<file path="src/rtl/mem_arbiter.sv">
// mem_arbiter: arbitrates LS/IF/PF requests onto one memory controller, one transaction per grant.
// Ports: clk_in/rst_in clock and sync reset; rdy_in global enable; clear flush;
//   io_buffer_full blocks issue; if_*/ls_*/pf_* requester request and done sides;
//   mc_* controller issue and completion; arb_busy high outside IDLE.
module mem_arbiter #(
  parameter int STARVE_LIMIT = 4
) (
  input  logic        clk_in,
  input  logic        rst_in,
  input  logic        rdy_in,
  input  logic        clear,
  input  logic        io_buffer_full,
  input  logic        if_req,
  input  logic [31:0] if_addr,
  output logic        if_done,
  output logic [31:0] if_data,
  output logic        if_is_c,
  input  logic        ls_req,
  input  logic [31:0] ls_addr,
  input  logic [31:0] ls_wdata,
  input  logic [3:0]  ls_type,
  output logic        ls_done,
  output logic [31:0] ls_rdata,
  input  logic        pf_req,
  input  logic [31:0] pf_addr,
  output logic        pf_done,
  output logic [31:0] pf_data,
  output logic        mc_if_enable,
  output logic [31:0] mc_inst_addr,
  output logic        mc_ls_enable,
  output logic [31:0] mc_ls_addr,
  output logic [31:0] mc_store_val,
  output logic [3:0]  mc_lsb_type,
  input  logic        mc_if_ready,
  input  logic [31:0] mc_inst,
  input  logic        mc_is_c,
  input  logic        mc_ls_finished,
  input  logic [31:0] mc_load_val,
  output logic        arb_busy
);
  typedef enum logic [1:0] {IDLE, ISSUE, WAIT, RESP} state_t;
  typedef enum logic [1:0] {SRC_IF, SRC_LS, SRC_PF} src_t;
  state_t state_q, state_d;
  src_t src_q, src_d;
  logic [2:0] cnt_q, cnt_d;
  logic if_done_q, if_done_d, if_is_c_q, if_is_c_d, ls_done_q, ls_done_d, pf_done_q, pf_done_d;
  logic [31:0] if_data_q, if_data_d, ls_rdata_q, ls_rdata_d, pf_data_q, pf_data_d;
  logic mc_if_enable_q, mc_if_enable_d, mc_ls_enable_q, mc_ls_enable_d, arb_busy_q, arb_busy_d;
  logic [31:0] mc_inst_addr_q, mc_inst_addr_d, mc_ls_addr_q, mc_ls_addr_d, mc_store_val_q, mc_store_val_d;
  logic [3:0] mc_lsb_type_q, mc_lsb_type_d;
  logic starved, grant_if, grant_ls;
  // IF overtakes LS once LS has won STARVE_LIMIT arbitrations in a row against a waiting IF
  assign starved  = if_req && cnt_q == 3'(STARVE_LIMIT);
  assign grant_if = if_req && (!ls_req || starved);
  assign grant_ls = ls_req && !grant_if;
  always_comb begin
    state_d        = state_q;
    src_d          = src_q;
    cnt_d          = cnt_q;
    if_done_d      = if_done_q;
    if_data_d      = if_data_q;
    if_is_c_d      = if_is_c_q;
    ls_done_d      = ls_done_q;
    ls_rdata_d     = ls_rdata_q;
    pf_done_d      = pf_done_q;
    pf_data_d      = pf_data_q;
    mc_if_enable_d = mc_if_enable_q;
    mc_inst_addr_d = mc_inst_addr_q;
    mc_ls_enable_d = mc_ls_enable_q;
    mc_ls_addr_d   = mc_ls_addr_q;
    mc_store_val_d = mc_store_val_q;
    mc_lsb_type_d  = mc_lsb_type_q;
    if (rdy_in) begin
      if_done_d = 1'b0;
      ls_done_d = 1'b0;
      pf_done_d = 1'b0;
      if (clear) begin
        state_d        = IDLE;
        cnt_d          = 3'd0;
        mc_if_enable_d = 1'b0;
        mc_ls_enable_d = 1'b0;
      end else begin
        case (state_q)
          IDLE: if (if_req || ls_req || pf_req) begin
            state_d        = ISSUE;
            src_d          = grant_ls ? SRC_LS : grant_if ? SRC_IF : SRC_PF;
            cnt_d          = (!if_req || grant_if) ? 3'd0 : cnt_q == 3'd7 ? cnt_q : cnt_q + 3'd1;
            mc_if_enable_d = !grant_ls;
            mc_ls_enable_d = grant_ls;
            mc_inst_addr_d = grant_ls ? mc_inst_addr_q : grant_if ? if_addr : pf_addr;
            mc_ls_addr_d   = grant_ls ? ls_addr : mc_ls_addr_q;
            mc_store_val_d = grant_ls ? ls_wdata : mc_store_val_q;
            mc_lsb_type_d  = grant_ls ? ls_type : mc_lsb_type_q;
          end
          ISSUE: if (!io_buffer_full) begin
            state_d        = WAIT;
            mc_if_enable_d = 1'b0;
            mc_ls_enable_d = 1'b0;
          end
          WAIT: begin
            if (src_q == SRC_IF && mc_if_ready) begin
              if_data_d = mc_inst;
              if_is_c_d = mc_is_c;
              if_done_d = 1'b1;
              state_d   = RESP;
            end
            if (src_q == SRC_PF && mc_if_ready) begin
              pf_data_d = mc_inst;
              pf_done_d = 1'b1;
              state_d   = RESP;
            end
            if (src_q == SRC_LS && mc_ls_finished) begin
              ls_rdata_d = mc_load_val;
              ls_done_d  = 1'b1;
              state_d    = RESP;
            end
          end
          default: state_d = IDLE;
        endcase
      end
    end
    arb_busy_d = state_d != IDLE;
  end
  always_ff @(posedge clk_in) begin
    if (rst_in) begin
      state_q        <= IDLE;
      src_q          <= SRC_IF;
      cnt_q          <= '0;
      if_done_q      <= 1'b0;
      if_data_q      <= '0;
      if_is_c_q      <= 1'b0;
      ls_done_q      <= 1'b0;
      ls_rdata_q     <= '0;
      pf_done_q      <= 1'b0;
      pf_data_q      <= '0;
      mc_if_enable_q <= 1'b0;
      mc_inst_addr_q <= '0;
      mc_ls_enable_q <= 1'b0;
      mc_ls_addr_q   <= '0;
      mc_store_val_q <= '0;
      mc_lsb_type_q  <= '0;
      arb_busy_q     <= 1'b0;
    end else begin
      state_q        <= state_d;
      src_q          <= src_d;
      cnt_q          <= cnt_d;
      if_done_q      <= if_done_d;
      if_data_q      <= if_data_d;
      if_is_c_q      <= if_is_c_d;
      ls_done_q      <= ls_done_d;
      ls_rdata_q     <= ls_rdata_d;
      pf_done_q      <= pf_done_d;
      pf_data_q      <= pf_data_d;
      mc_if_enable_q <= mc_if_enable_d;
      mc_inst_addr_q <= mc_inst_addr_d;
      mc_ls_enable_q <= mc_ls_enable_d;
      mc_ls_addr_q   <= mc_ls_addr_d;
      mc_store_val_q <= mc_store_val_d;
      mc_lsb_type_q  <= mc_lsb_type_d;
      arb_busy_q     <= arb_busy_d;
    end
  end
  assign if_done      = if_done_q;
  assign if_data      = if_data_q;
  assign if_is_c      = if_is_c_q;
  assign ls_done      = ls_done_q;
  assign ls_rdata     = ls_rdata_q;
  assign pf_done      = pf_done_q;
  assign pf_data      = pf_data_q;
  assign mc_if_enable = mc_if_enable_q;
  assign mc_inst_addr = mc_inst_addr_q;
  assign mc_ls_enable = mc_ls_enable_q;
  assign mc_ls_addr   = mc_ls_addr_q;
  assign mc_store_val = mc_store_val_q;
  assign mc_lsb_type  = mc_lsb_type_q;
  assign arb_busy     = arb_busy_q;
endmodule

</file>
<file path="config.mk">
export PLATFORM = sky130hd
export DESIGN_NAME = mem_arbiter
export DESIGN_NICKNAME = d
export VERILOG_FILES = /design/src/rtl/mem_arbiter.sv
export SDC_FILE = /design/constraint.sdc
export NUM_CORES = 1
export LEC_CHECK = 0
export CAP_MARGIN = 10
export CELL_PAD_IN_SITES_DETAIL_PLACEMENT = 1
export CELL_PAD_IN_SITES_GLOBAL_PLACEMENT = 1
export CORE_MARGIN = 3
export CORE_UTILIZATION = 28
export DETAILED_ROUTE_END_ITERATION = 16
export PLACE_DENSITY = 0.9
export SLEW_MARGIN = 20
export SYNTH_ARGS = -nofsm -noshare
export SYNTH_HDL_FRONTEND = slang
export SYNTH_SLANG_ARGS = --single-unit
</file>
<file path="constraint.sdc">
create_clock -name clk_in -period 1.97 [get_ports clk_in]
set_clock_uncertainty 0.05 [all_clocks]
set_input_delay 0.2955 -clock clk_in [delete_from_list [all_inputs] [get_ports clk_in]]
set_output_delay 0.2955 -clock clk_in [all_outputs]
set_load 0.005 [all_outputs]
</file>
* Yosys cells after proc, flatten, opt, wreduce, memory -nomap -nowiden *
Index checks and enable logic that the tools add are counted.

word-level totals
  flip-flop bits (word level) = 210
  word-level logic and storage cells = 89

cells by class
  add/subtract/negate cells = 1
  eq/ne operators = 9
  multiplexer cells = 32
  bitwise gates (word level) = 2
  reductions and logical operators = 28

operator list
  cell                                           count
  2-to-1 mux 32 bit                              1
  AND reduction 4 bit                            6
  2-to-1 mux 2 bit                               9
  2-to-1 mux 3 bit                               5
  2-to-1 mux 1 bit                               14
  AND reduction 5 bit                            2
  inequality test 3 bit, second input constant   3
  == test 3 bit, second input constant           2
  logical AND 1 bit                              6
  case mux 2 bit (3 select lines)                1
  nonzero test 2 bit                             3
  == test 2 x 1 -> 1 bit, second input constant  2
  == test 2 bit, second input constant           2
  logical NOT 1 bit                              4
  logical NOT 2 bit                              2
  logical OR 1 bit                               4
  case mux 1 bit (2 select lines)                2
  adder 3 x 1 -> 3 bit, second input constant    1
  nonzero test 3 bit                             1
  inverter 1 bit                                 2

* Depth between registers and ports, before layout *
  word-level depth = 10
  depth in mapped cells = 9
  gate-level depth less buffers = 6

* Least setup slack after synthesis *
No wires, ideal clock.

  kind = reg-to-reg
  start point = register cnt_q[0]
  end point = register mc_inst_addr_q[11] (netlist: mc_inst_addr[11])
  setup time = 81 ps
  arrival time = 1518 ps
  path slack = 321 ps
  stages on the path, launching flop included = 8
  period minus slack after synthesis = 1649 ps
  cells stage by stage = dfxtp_1 > inv_1 > ha_1 > a21bo_2 > nand2_1 > clkbuf_1 > a22oi_1 > a211oi_2

on the way
  longest elaborated chain between the ends = 8
  elaborated cells on any way between the ends = 9
  those cells by class = eq/ne (1); mux (1); bitwise (1); reduce/logical (6)

RTL lines
  item                                  line  text
  start, declared                       45    logic [2:0] cnt_q, cnt_d;
  start signal, assigned                146   cnt_q <= cnt_d;
  == test 3 bit (*)                     53    assign starved = if_req && cnt_q == 3'(STARVE_LIMIT);
  logical AND 1 bit (*)                 53
  logical OR 1 bit (*)                  54    assign grant_if = if_req && (!ls_req || starved);
  logical AND 1 bit (*)                 54
  logical NOT 1 bit                     55    assign grant_ls = ls_req && !grant_if;
  logical AND 1 bit                     55
  inverter 1 bit (no source line)       n/a
  AND reduction 5 bit (no source line)  n/a
  end signal, assigned                  155   mc_inst_addr_q <= mc_inst_addr_d;
  end, declared                         49    logic [31:0] mc_inst_addr_q, mc_inst_addr_d, mc_ls_addr_q, mc_ls_addr_d, mc_store_val_q, mc_store_val_d;

Every way passes the cells marked *; elsewhere a longest branch is shown, timed or not.
A chain may end at the register's enable or synchronous reset.

* Worst setup path in the final report *
  start point = register cnt_q[0]
  end point = register mc_inst_addr_q[2] (netlist: mc_inst_addr[2])

The elaborated chain is that of the path after synthesis.

==> metrics.cfg <==
[clock_tree]
cts_root_buf=clkbuf_16
cts.sink_count=210
clk_latency_ns=0.51
cts_tree=done
htreeDepth=1
cts.reportedPaths.clkPinSlew_ns=0.06
cts_made_buffers=25
clk_path_buf_depth=3

[die]
design.die.area_um2=30100
die_h_um=173
io_pins=410
row_count=60
coreArea_um2=27300
start_util_pct=28.8
die_w_um=173

[layout]
num-nets-final=1514
multiInputGateArea_um2=3280
synthToLayoutAreaGrowth_pct=68.9
drive_above_1_share_pct=7.27
antenna_cells=0
regArea_um2=4200
fin_cells=1692
fillers=3119
finalCoreUtilization_pct=48.6

[global_route]
antenna_found_initial=0
grt_use_total_pct=19.9
grt_pass1_wl_um=48900
overflow=0
grt_pass1_vias=8858
grt_start_max_net_pins=91

[critical_path]
crit_buf_inv=2
crit_arrival_ns=2.17
critPathRequiredTime_ns=2.32
cp_slowest_cell=dfxtp_1
crit_family=compound AO/OA/AOI/OAI gates
path_cells=inv_1 > ha_1 > nand3_1 > a21boi_4 > buf_12 > nor2_1 > a211oi_1
critPathKind=register to register
max_stage_delay_ns=0.32
setup.worst_path.end_class=register
crit_path_start_kind=register
worstPathMaxFanout=38

[synth]
synth_area_um2=7850
synth.distinct_cells=37
ys_warn_count=0
synth_top_family_by_area=simple AND/OR/NAND/NOR gates
synth_fa_ha_area_share_pct=0.478
synthMuxAreaShare_pct=4.46
synth_top_area_share_pct=53.6
synthXorXnorAreaFrac_pct=0
synthCells=913
ys_seq_elements=210
yosys-top-cells-area=dfxtp_1, nand2_1, a21oi_1, mux2i_1, nor2_1
syn_nets=1123
synth_compound_area_share_pct=17.5
yosysTopAreaCell=dfxtp_1
synthSimpleGateAreaFrac_pct=19.2
syn_avg_cell_area_um2=8.60
synth-seq-area-share_pct=53.6

[power_and_ir_drop]
p_seq_share_pct=43.5
power_density_nw_per_um2=760
switching_share_pct=22.2
comb_power_share_pct=10.6
vdd_drop_max_v=0.000455
pwr-share-clk_pct=45.9
power_uw=10100
p_leak_uw=0.00482
switching_power_uw=2240
power.internal_uw=7830

[timing]
setup_violations=0
tightest_slew_ns=0.470
max-slew-margin-rel_pct=68.7
post-route-min-period_ns=1.82
finalSetupTns_ns=0
fmax_mhz=549
rsz0062_at_grt=false
finalCritPeriodShare_pct=92.5
maxSlewViolCount=0
hold_viol_final=0
hold_ws_ns=0.0626

[hold_path]
hold_path_class=input port to register

[place]
placed_cells=1649
gp_congestion=0.776
hpwl_um=23000
io_buffers=409

[job]
cap_violations=0

[route]
remaining_drc_errors=0
first_pass_iters=5
wl_per_cell_um=18.5
ant_nets=0
num_vias=8043
vias_per_cell=4.75
drtIter0Drc=349
detail_route.wirelength_um=31300

[status]
status=complete, no violations

## power by group through the flow
| stage | Combinational [uW] | Clock [uW] | Sequential (uW) |
|---|---|---|---|
| after floorplan | 322 | 0 | 4480 |
| after global placement | 1040 | 0 | 4470 |
| after detailed placement | 1060 | 0 | 4470 |
| after CTS | 1080 | 4760 | 4380 |
| after global routing | 1140 | 4950 | 4390 |
| final | 1070 | 4630 | 4380 |
## cell usage after synthesis, drive strengths merged
library cell    n
a211oi         33
a21bo           1
a21boi          1
a21oi         142
a22oi          32
a311oi          1
and3            1
and4            1
and4b           1
buf            33
clkbuf         40
dfxtp         210
ha              3
inv             4
mux2i          35
nand2         274
nand2b          9
nand3           3
nand4           2
nand4b          1
nor2           67
nor2b           6
nor3b           1
nor4b           2
o211ai          1
o21bai          1
o22ai           2
o31ai           1
o32ai           1
or2             2
or3             2
## metal layers
metal  part of all wire [%]  GRT usage, %  wire length [um]  up-vias
met2                     52          37.7             16400      331
li1                       -             -                 -     3827
met1                     36          20.5             11200     3813
met3                    7.8          6.13              2450       72
met4                    3.8          7.47              1180        0
met5                      0             0                 0        -
## path summary, 6_finish.rpt
path | from | end | slack (ns) | depth (start not counted)
setup / recovery | cnt_q[0] | mc_inst_addr[2] | 0.15 | 7
setup reg to reg | cnt_q[0] | mc_inst_addr[2] | 0.15 | 7
hold reg to reg | pf_data[24] | pf_data[24] | 0.40 | 2
hold / removal | rst_in | src_q[0] | 0.06 | 2
## logic make-up (layout without fill, tap and decap cells)
logic type                 after synthesis  in the layout
AOI/OAI and AO/OA                      216            216
and+or+nand+nor                        372            372
adders and majority gates                3              3
buffers and inverters                   77            484
DFF                                    210            210
muxes                                   35             35
## through the flow
| step | instance area, um2 | setup WS, ns |
|---|---|---|
| finish | 13300 | 0.148 |
| global route | 13300 | 0.0496 |
| CTS | 13300 | 0.0477 |
| detailed placement | 12400 | -0.257 |
| global placement | 12400 | -0.107 |
| floorplan | 7850 | 0.321 |
## cell usage in the layout (no fill, tap or decap), drive strengths merged, types with 3 or more instances in the layout
cell type / synthesis / layout
clkinv: 0 / 6
mux2i: 35 / 35
nand2b: 9 / 9
buf: 33 / 29
nor2: 67 / 67
a22oi: 32 / 32
a21oi: 142 / 142
nand3: 3 / 3
clkdlybuf4s50: 0 / 408
inv: 4 / 4
nor2b: 6 / 6
a211oi: 33 / 33
dfxtp: 210 / 210
nand2: 274 / 274
clkbuf: 40 / 34
ha: 3 / 3
bufinv: 0 / 3
## final cells by class
type	instances	share of cell area, %
Tap cell	372	3.51
Clock inverter	9	0.906
Clock buffer	34	5.28
Inverter	4	0.113
Sequential cell	210	31.7
Multi-Input combinational cell	626	24.8
Timing Repair Buffer	437	33.7
## state kept, by name, indices dropped and copies added (netlist names), 3 cells and up
signal / count
cnt_q: 3
if_data: 32
ls_rdata: 32
mc_inst_addr: 32
mc_ls_addr: 32
mc_lsb_type: 4
mc_store_val: 32
pf_data: 32
## what timing repair did
action                                  in CTS  in global routing
resized for setup                            0                  1
setup buffers                                0                  0
endpoints found under the hold margin        0                  0
hold buffers                                 0                  0
endpoints found under the setup margin       0                 97
(Power assumes the default switching activity.)
